==> src/rtl/edge_counter.sv <==
// rtl/edge_counter.sv - saturating rising-edge counter for one watched channel
//
// Purpose : counts 0->1 transitions of din while en is high, saturating at
//           all-ones. Keeps its own registered copy of din as edge history.
// Ports   : clk   - clock, rising edge
//           rst_n - asynchronous active-low reset (count and history to 0)
//           clr   - synchronous clear of count; history reloads from din
//           en    - count enable (high while the run is active)
//           din   - watched signal, synchronous to clk
//           count - registered edge count [EDGE_W-1:0]

module edge_counter #(
   parameter int EDGE_W = 16
) (
   input  logic              clk,
   input  logic              rst_n,
   input  logic              clr,
   input  logic              en,
   input  logic              din,
   output logic [EDGE_W-1:0] count
);

   localparam logic [EDGE_W-1:0] LP_ONE = 1;
   localparam logic [EDGE_W-1:0] LP_MAX = '1;

   logic              r_prev;
   logic [EDGE_W-1:0] r_count;
   logic              w_rise;
   logic              w_sat;

   assign w_rise = din && !r_prev;
   assign w_sat  = (r_count == LP_MAX);

   always_ff @(posedge clk or negedge rst_n) begin
      if (!rst_n) begin
         r_prev  <= 1'b0;
         r_count <= '0;
      end else begin
         // History follows din every cycle; on clr this is what keeps a
         // level already high at start from looking like a fresh edge.
         r_prev <= din;
         if (clr) begin
            r_count <= '0;
         end else if (en && w_rise && !w_sat) begin
            r_count <= r_count + LP_ONE;
         end
      end
   end

   assign count = r_count;

endmodule

==> config.mk <==
export PLATFORM = sky130hd
export DESIGN_NAME = edge_counter
export DESIGN_NICKNAME = d
export VERILOG_FILES = /design/src/rtl/edge_counter.sv
export SDC_FILE = /design/constraint.sdc
export NUM_CORES = 1
export LEC_CHECK = 0
export BUFFER_PORTS_ARGS = -buffer_cell sky130_fd_sc_hd__buf_4
export CAP_MARGIN = 25
export CORE_UTILIZATION = 45
export DETAILED_ROUTE_END_ITERATION = 8
export PLACE_DENSITY = 0.68
export SKIP_CTS_REPAIR_TIMING = 1
export SYNTH_ARGS = -nofsm -noshare
export SYNTH_HDL_FRONTEND = slang
export SYNTH_SLANG_ARGS = --single-unit
==> constraint.sdc <==
create_clock -name clk -period 3.3 [get_ports clk]
set_clock_uncertainty 0.15 [all_clocks]
set_input_delay 0 -clock clk [delete_from_list [all_inputs] [get_ports clk]]
set_output_delay 0 -clock clk [all_outputs]
set_load 0.02 [all_outputs]
==> impl_metrics.py, run 1 <==
metrics = {
    "outcome": {
        "status": "complete, no violations",
    },
    "route": {
        "vias_per_cell": 5.91,
        "wirelength_microns": 2070,
        "num_vias": 898,
        "dr.pass1.iters": 4,
        "drtAntennaViolNets": 0,
        "drc": 0,
        "wl_per_cell_microns": 13.6,
        "drtIter0Drc": 18,
    },
    "run": {
        "drv_cap": 0,
    },
    "setup_path": {
        "path_class": "flip-flop to flip-flop",
        "crit_start": "count[0]$_DFFE_PN0P_",
        "arrival_ps": 2120,
        "r2r-end": "count[10]$_DFFE_PN0P_",
        "cp_max_fo": 6,
        "reg2reg_depth": 5,
        "end_kind": "flip-flop",
        "required_ps": 3370,
        "rr_startpoint": "count[0]$_DFFE_PN0P_",
        "r2r_slack_ps": 1250,
        "cp-start-kind": "flip-flop",
    },
    "timing": {
        "hold_viol": 0,
        "slew_violations": 0,
        "setup_viol": 0,
        "rsz0062_at_grt": "no",
        "period_share": 0.621,
        "fin_crit_ps": 2050,
        "fin_ws_ps": 1250,
        "slew-limit-headroom": 0.495,
        "fin_tns_setup_ps": 0,
        "worstMarginPinSlew_ps": 754,
        "max_freq_ghz": 0.488,
    },
    "floorplanning": {
        "rows": 16,
        "coreArea_sq_um": 1940,
        "ios": 21,
        "start_util": 0.477,
        "die_x_microns": 47.4,
        "dieArea_sq_um": 2240,
        "die_h_microns": 47.4,
    },
    "hold_path": {
        "min_to": "count[4]$_DFFE_PN0P_",
        "hold_path.startpoint": "en",
        "whs_path_depth": 4,
        "hold_path.class": "input port to flip-flop",
    },
    "synthesis": {
        "synth_cells": 99,
        "synth_cell_types": 32,
        "syn_area_per_cell_sq_um": 9.35,
        "yosysWarnings": 0,
        "synth-seq-area-share": 0.459,
        "synth_area_sq_um": 926,
        "synth-seq-cells": 17,
        "syn-num-nets": 105,
    },
    "finish": {
        "layout_commonest_cell": "buf_4",
        "n_fill_cell": 175,
        "regArea_sq_um": 425,
        "final_cell_mix": "20 x buf_4, 17 x dfrtp_1, 9 x a21oi_1, 9 x nand2_1, 7 x nor2_1",
        "final_area_sq_um": 1160,
        "nets": 132,
        "drive_gt1_frac": 0.224,
        "multiInputGateArea_sq_um": 477,
        "area_growth_pct": 25.7,
        "antennaDiodeCount": 0,
    },
    "global_route": {
        "grt_pass1_vias": 665,
        "gr-total-overflow": 0,
        "grt_pass1_wl_microns": 3110,
        "grt_max_degree": 18,
        "grt_usage": 0.199,
        "antenna_found_initial": 0,
    },
    "cts": {
        "cts-root-buf": "clkbuf_4",
        "cts_buffers": 3,
        "cts.path.max_buffers": 2,
        "clk_latency_ps": 290,
        "cts-htree-levels": 1,
        "cts_tree": "done",
        "cts.sink_count": 17,
        "clkTransAtPathRegs_ps": 100,
    },
    "pwr": {
        "p_leak_uw": 0.000479,
        "max-vdd-ir-drop_mv": 0.231,
        "p_per_area_nw_per_um2": 297,
    },
    "place": {
        "numPortBuffers": 20,
        "dp_hpwl_microns": 1450,
        "dp_slack_ps": 1280,
        "post_dp_cell_area_sq_um": 1100,
        "globalplace.congestion": 0.871,
    },
}
Yosys cell counts (all sizes together):
cell	n	area, sq um
a2111oi	1	8.76
a211oi	1	7.51
a21oi	9	45.0
a31oi	3	18.8
and3	2	13.8
and4	1	8.76
and4b	2	20.0
clkbuf	1	3.75
dfrtp	17	425
dlygate4sd1	1	8.76
ha	1	12.5
inv	3	11.3
mux2	1	11.3
mux2i	1	10.0
nand2	9	33.8
nand3	5	37.5
nand3b	1	7.51
nand4	5	31.3
nand4b	1	8.76
nor2	7	26.3
nor2b	1	6.26
nor3	5	25.0
nor4	1	6.26
o21ai	6	30.0
o21bai	1	7.51
o311a	1	11.3
o31ai	4	30.0
or3	4	25.0
or4	4	33.8
cell type report:
type,count,area share
tap,27,0.0290
multi-input combinational,77,0.410
inverter,3,0.00968
timing repair buffer,24,0.163
clock buffer,4,0.0226
sequential,17,0.366
power by group:
part	switching (uW)	internal [uW]
sequential	1.39	210
combinational	12.6	10.1
clock	64.8	47.0
total	78.8	267
per-stage QoR:
| stage | cells | power, uW | hold slack (ps) | utilization |
|---|---|---|---|---|
| finish | 152 | 346 | 69.3 | 0.599 |
| global placement | 144 | 234 | -275 | 0.565 |
| detailed placement | 144 | 234 | -274 | 0.565 |
| CTS | 148 | 345 | -591 | 0.579 |
| floorplan | 99 | 223 | -446 | - |
| global route | 152 | 363 | 97.2 | 0.599 |
logic make-up (layout without fill, tap and decap cells):
logic type               count (synthesis)  after routing  synth area share
AO/OA/AOI/OAI                           26             26             0.172
adder cells (fa/ha/maj)                  1              1            0.0135
buffers and inverters                    5             31            0.0257
flip-flops                              17             17             0.459
multiplexers                             2              2            0.0230
AND/OR/NAND/NOR                         48             48             0.307
sequential cells by signal (all words and copies together) (netlist names):
signal / flops
count: 16
r_prev: 1
routing by layer:
metal	wire length [microns]	GRT usage	vias to the layer above	part of all wire
met5	0	0	-	0
met4	21	0.0514	0	0.010
met3	106	0.0346	4	0.051
met2	1020	0.310	30	0.49
met1	920	0.286	430	0.44
li1	-	-	434	-
worst max-delay path, cell delays in order, from the launching register on:
cell     delay, ps
dfrtp_1        420
ha_1           230
and4b_1        350
nand3_1        190
or4_1          490
a21oi_1        150
how the worst max path moves through the flow:
| stage | end | slack [ps] | cells after the start |
|---|---|---|---|
| floorplan | count[9]$_DFFE_PN0P_ | 1280 | 4 |
| global placement | count[9]$_DFFE_PN0P_ | 1310 | 4 |
| detailed placement | count[9]$_DFFE_PN0P_ | 1280 | 4 |
| CTS | count[9]$_DFFE_PN0P_ | 1250 | 4 |
| global route | count[6]$_DFFE_PN0P_ | 1170 | 5 |
| finish | count[10]$_DFFE_PN0P_ | 1250 | 5 |
Power figures use the tool's default switching activity.
==> run 2: changes to the inputs <==
--- a/config.mk
+++ b/config.mk
@@ -9,7 +9,7 @@
 export CAP_MARGIN = 25
 export CORE_UTILIZATION = 45
 export DETAILED_ROUTE_END_ITERATION = 8
-export PLACE_DENSITY = 0.68
+export PLACE_DENSITY = 0.71
 export SKIP_CTS_REPAIR_TIMING = 1
 export SYNTH_ARGS = -nofsm -noshare
 export SYNTH_HDL_FRONTEND = slang
==> constraint.sdc (replaced) <==
create_clock -name clk -period 1.7 [get_ports clk]
set_clock_uncertainty 0.15 [all_clocks]
set_input_delay 0 -clock clk [delete_from_list [all_inputs] [get_ports clk]]
set_output_delay 0 -clock clk [all_outputs]
set_load 0.02 [all_outputs]
==> run 2 against run 1 <==
  * The flow now finishes with violations (setup timing)
  * Final area up 29%
  * Combinational power rose to 2.6 times the previous value
  * Register-to-register slack worse by 1400 ps
  * Total power up 100%
  * Sequential power up 94%
  * Clock power up 99%
==> impl_metrics.py, run 2 (synthesis gave the netlist of run 1 again) <==
metrics = {
    "outcome": {
        "status": "finished, violations left",
        "violations": "setup timing",
    },
    "cts": {
        "cts_tree": "done",
        "cts-htree-levels": 1,
        "clk_latency_ps": 310,
        "cts-root-buf": "clkbuf_4",
        "cts_buffers": 3,
        "cts.sink_count": 17,
        "clkTransAtPathRegs_ps": 100,
        "cts.path.max_buffers": 2,
    },
    "route": {
        "vias_per_cell": 5.70,
        "wl_per_cell_microns": 14.9,
        "drtAntennaViolNets": 0,
        "dr.pass1.iters": 4,
        "num_vias": 1031,
        "drc": 0,
        "drtIter0Drc": 27,
        "wirelength_microns": 2700,
    },
    "hold_path": {
        "hold_path.class": "input port to flip-flop",
        "whs_path_depth": 5,
    },
    "finish": {
        "nets": 161,
        "largest_register_ffs": 16,
        "drive_gt1_frac": 0.552,
        "n_fill_cell": 143,
        "antennaDiodeCount": 0,
        "final_cells": 181,
        "layout_commonest_cell": "buf_4",
        "final_cell_mix": "47 x buf_4, 9 x nand2_1, 9 x dfrtp_2",
        "area_growth_pct": 62.6,
    },
    "setup_path": {
        "path_depth": 6,
        "cp-start-kind": "flip-flop",
        "required_ps": 1800,
        "cp_slowest_stage_delay_ps": 470,
        "path_class": "flip-flop to flip-flop",
        "worstPathCellList": "ha_4 -> nand4_1 -> nor3_1 -> buf_4 -> or4_4 -> a21oi_2",
        "cp_max_fo": 4,
        "cp_slowest_cell": "or4_4",
        "end_kind": "flip-flop",
        "crit_family": "simple AND/OR/NAND/NOR gates",
        "reg2reg_depth": 6,
        "crit_buf_inv": 1,
        "arrival_ps": 1950,
    },
    "global_route": {
        "antenna_found_initial": 0,
        "grt_max_degree": 18,
        "grt_pass1_wl_microns": 4130,
        "gr-total-overflow": 0,
        "grt_usage": 0.272,
        "grt_pass1_vias": 927,
    },
    "place": {
        "dp_hpwl_microns": 1960,
        "numPortBuffers": 20,
        "dp.cells": 172,
        "globalplace.congestion": 0.872,
    },
    "run": {
        "drv_cap": 0,
    },
    "timing": {
        "rsz0062_at_grt": "yes",
        "fin_crit_ps": 1860,
        "worstMarginPinSlew_ps": 788,
        "slew-limit-headroom": 0.473,
        "period_share": 1.09,
        "hold_viol": 0,
        "slew_violations": 0,
        "fin_ws_ps": -157,
        "holdWs_ps": 64.8,
        "max_freq_ghz": 0.538,
        "setup_viol": 11,
    },
    "floorplanning": {
        "rows": 16,
        "start_util": 0.477,
        "die_x_microns": 47.4,
        "coreArea_sq_um": 1940,
        "dieArea_sq_um": 2240,
        "ios": 21,
        "die_h_microns": 47.4,
    },
    "pwr": {
        "p_per_area_nw_per_um2": 459,
        "max-vdd-ir-drop_mv": 0.449,
        "p_leak_uw": 0.000632,
    },
}
[run 2: cell count changes in the layout (fill, tap and decap cells not counted), sizes merged]
cell,previous run,this run
clkinv,0,1
buf,20,49
clkbuf,4,3
[run 2: path summary, 6_finish.rpt]
check,slack [ps],start,to
max,-160,count[0]$_DFFE_PN0P_,count[9]$_DFFE_PN0P_
min,60,din,count[6]$_DFFE_PN0P_
max reg2reg,-160,count[0]$_DFFE_PN0P_,count[9]$_DFFE_PN0P_
min reg2reg,460,count[5]$_DFFE_PN0P_,count[5]$_DFFE_PN0P_
max in group asynchronous,160,rst_n,count[1]$_DFFE_PN0P_
min in group asynchronous,700,rst_n,count[10]$_DFFE_PN0P_
[run 2: metal layers]
metal | part of all wire | track usage
met5 | 0 | 0
met4 | 0.018 | 0.103
met3 | 0.030 | 0.0346
met2 | 0.52 | 0.460
met1 | 0.44 | 0.351
[run 2: cell type report]
class	count	area, sq um	share of cell area
Clock inverter	1	5.00	0.00333
Sequential cell	17	437	0.290
Tap cell	27	33.8	0.0224
Clock buffer	3	22.5	0.0150
Multi-Input combinational cell	77	581	0.386
Inverter	3	11.3	0.00748
Timing Repair Buffer	53	415	0.276
[run 2: power breakdown]
part | total (uW) | internal (uW) | switching, uW
combinational | 58.4 | 27.2 | 31.2
clock | 223 | 88.0 | 135
sequential | 410 | 407 | 2.80
total | 691 | 522 | 169
[run 2: stage by stage]
stage | utilization | setup slack (ps) | power [uW] | cell area [sq um] | setup TNS (ps)
floorplan | - | -238 | 434 | 962 | -474
global placement | 0.691 | -168 | 463 | 1340 | -798
detailed placement | 0.691 | -210 | 465 | 1340 | -962
CTS | 0.706 | -213 | 681 | 1370 | -1150
global route | 0.775 | -275 | 718 | 1510 | -2320
finish | 0.775 | -157 | 691 | 1510 | -1010
[run 2: tightest hold or removal path, stage by stage]
cell and delay (ps):
buf_4 120, nand4b_1 100, nor2_1 70, a21oi_1 140
nor3_1 60
==> run 3: changes to the inputs <==
--- a/config.mk
+++ b/config.mk
@@ -7,6 +7,7 @@
 export LEC_CHECK = 0
 export BUFFER_PORTS_ARGS = -buffer_cell sky130_fd_sc_hd__buf_4
 export CAP_MARGIN = 25
+export CORE_MARGIN = 2
 export CORE_UTILIZATION = 45
 export DETAILED_ROUTE_END_ITERATION = 8
 export PLACE_DENSITY = 0.71
==> constraint.sdc (replaced) <==
create_clock -name clk -period 1.7 [get_ports clk]
set_clock_uncertainty 0.15 [all_clocks]
set_input_delay 0.34 -clock clk [delete_from_list [all_inputs] [get_ports clk]]
set_output_delay 0.34 -clock clk [all_outputs]
set_load 0.02 [all_outputs]
==> run 3 against run 2 <==
  * The flow still finishes with violations (setup timing)
  * Clock power is essentially flat
  * Flip-flop and latch count is the same
  * Register-to-register slack lost 30 ps
  * Hold slack gained 51 ps
  * Non-clock buffer count grew 2
  * Die area grew 8.6%
  * Highest routed layer unchanged
==> impl_metrics.py, run 3 (synthesis gave the netlist of run 1 again) <==
metrics = {
    "finish": {
        "final_cell_mix": "52 x buf_4, 9 x nand2_1, 9 x dfrtp_2",
        "final_area_sq_um": 1490,
        "largest_register_ffs": 16,
        "final_cells": 183,
        "layout_commonest_cell": "buf_4",
        "area_growth_pct": 60.7,
        "nets": 163,
        "drive_gt1_frac": 0.545,
        "antennaDiodeCount": 0,
        "final_core_util": 0.766,
    },
    "cts": {
        "cts_buffers": 3,
        "cts_tree": "done",
        "clkTransAtPathRegs_ps": 100,
        "cts.sink_count": 17,
        "clk_latency_ps": 300,
        "cts-htree-levels": 1,
        "cts-root-buf": "clkbuf_4",
        "cts.path.max_buffers": 2,
    },
    "timing": {
        "setup_viol": 11,
        "slew-limit-headroom": 0.740,
        "worstMarginPinSlew_ps": 380,
        "hold_viol": 0,
        "max_freq_ghz": 0.529,
        "rsz0062_at_grt": "yes",
        "period_share": 1.11,
        "slew_violations": 0,
        "fin_ws_ps": -189,
        "fin_crit_ps": 1890,
    },
    "route": {
        "met2_length_microns": 1350,
        "wl_met1_microns": 1120,
        "wirelength_microns": 2700,
        "drtIter0Drc": 35,
        "drtAntennaViolNets": 0,
        "dr.pass1.iters": 4,
        "vias_per_cell": 5.75,
        "routed-wl-met3_microns": 140,
        "top_layer": "met4",
        "drc": 0,
        "wl_per_cell_microns": 14.7,
        "num_vias": 1053,
    },
    "setup_path": {
        "cp-start-kind": "flip-flop",
        "end_kind": "flip-flop",
        "required_ps": 1790,
        "arrival_ps": 1980,
        "path_class": "flip-flop to flip-flop",
        "cp_max_fo": 2,
    },
    "floorplanning": {
        "dieArea_sq_um": 2440,
        "start_util": 0.477,
        "die_h_microns": 49.4,
        "rows": 16,
        "die_x_microns": 49.4,
        "ios": 21,
        "coreArea_sq_um": 1940,
    },
    "global_route": {
        "grt_pass1_vias": 969,
        "grt_usage": 0.231,
        "grt_pass1_wl_microns": 4310,
        "antenna_found_initial": 0,
        "gr-total-overflow": 0,
        "grt_max_degree": 18,
    },
    "pwr": {
        "switchingPower_uw": 166,
        "power.internal_uw": 526,
        "p_per_area_nw_per_um2": 465,
        "p_comb_frac": 0.083,
        "seq_power_share": 0.592,
        "max-vdd-ir-drop_mv": 0.411,
        "clockPowerShare": 0.325,
        "finalPower_uw": 692,
        "p_leak_uw": 0.000646,
        "swShare": 0.240,
    },
    "place": {
        "globalplace.congestion": 0.804,
        "dp_hpwl_microns": 1960,
        "numPortBuffers": 20,
        "dp.cells": 173,
        "dp_slack_ps": -225,
        "post_dp_cell_area_sq_um": 1350,
    },
    "run": {
        "drv_cap": 0,
    },
    "outcome": {
        "status": "finished, violations left",
        "violations": "setup timing",
    },
    "hold_path": {
        "hold_path.class": "input port to flip-flop",
    },
}
[run 3: changes by cell type in the layout (fill, tap and decap cells not counted), sizes merged]
| cell | change |
|---|---|
| clkbuf | +1 |
| buf | +5 |
| clkinv | -1 |
| dlygate4sd3 | -3 |
[run 3: through the flow]
step                hold slack, ps  TNS [ps]
finish                         116     -1310
global route                   104     -2530
CTS                           -253     -1470
detailed placement            69.3     -1200
global placement              67.0      -862
floorplan                     -106      -474
[run 3: routing by layer]
layer / vias to the layer above / global-route usage
met5: - / 0
met4: 0 / 0.0857
met3: 13 / 0.0215
met2: 39 / 0.394
met1: 508 / 0.301
li1: 493 / -
[run 3: cell type report]
| type | instances | area, sq um |
|---|---|---|
| clock buffers | 4 | 26.3 |
| well taps | 27 | 33.8 |
| multi-input cells | 77 | 557 |
| fillers | 138 | 454 |
| flip-flops and latches | 17 | 437 |
| inverters | 3 | 11.3 |
| repair buffers | 55 | 423 |
[run 3: path summary, 6_finish.rpt]
check / start / slack [ps] / endpoint / depth (start not counted)
max: r_prev$_DFF_PN0_ / -190 / count[9]$_DFFE_PN0P_ / 4
min: din / 120 / r_prev$_DFF_PN0_ / 2
max reg2reg: r_prev$_DFF_PN0_ / -190 / count[9]$_DFFE_PN0P_ / 4
min reg2reg: count[5]$_DFFE_PN0P_ / 470 / count[5]$_DFFE_PN0P_ / 2
max in group asynchronous: rst_n / 900 / count[7]$_DFFE_PN0P_ / 2
min in group asynchronous: rst_n / 280 / count[10]$_DFFE_PN0P_ / 2
[run 3: power by group through the flow]
stage	Clock (uW)	Combinational, uW	Sequential (uW)
after CTS	224	49.3	410
after detailed placement	0	49.2	418
after global routing	252	61.7	411
after global placement	0	47.9	418
final	225	57.1	410
after floorplan	0	14.1	420
[run 3: critical path: stages (launching register included)]
cell	delay [ps]
dfrtp_1	390
nand3b_1	170
or4_4	490
or4_4	490
a21oi_2	130
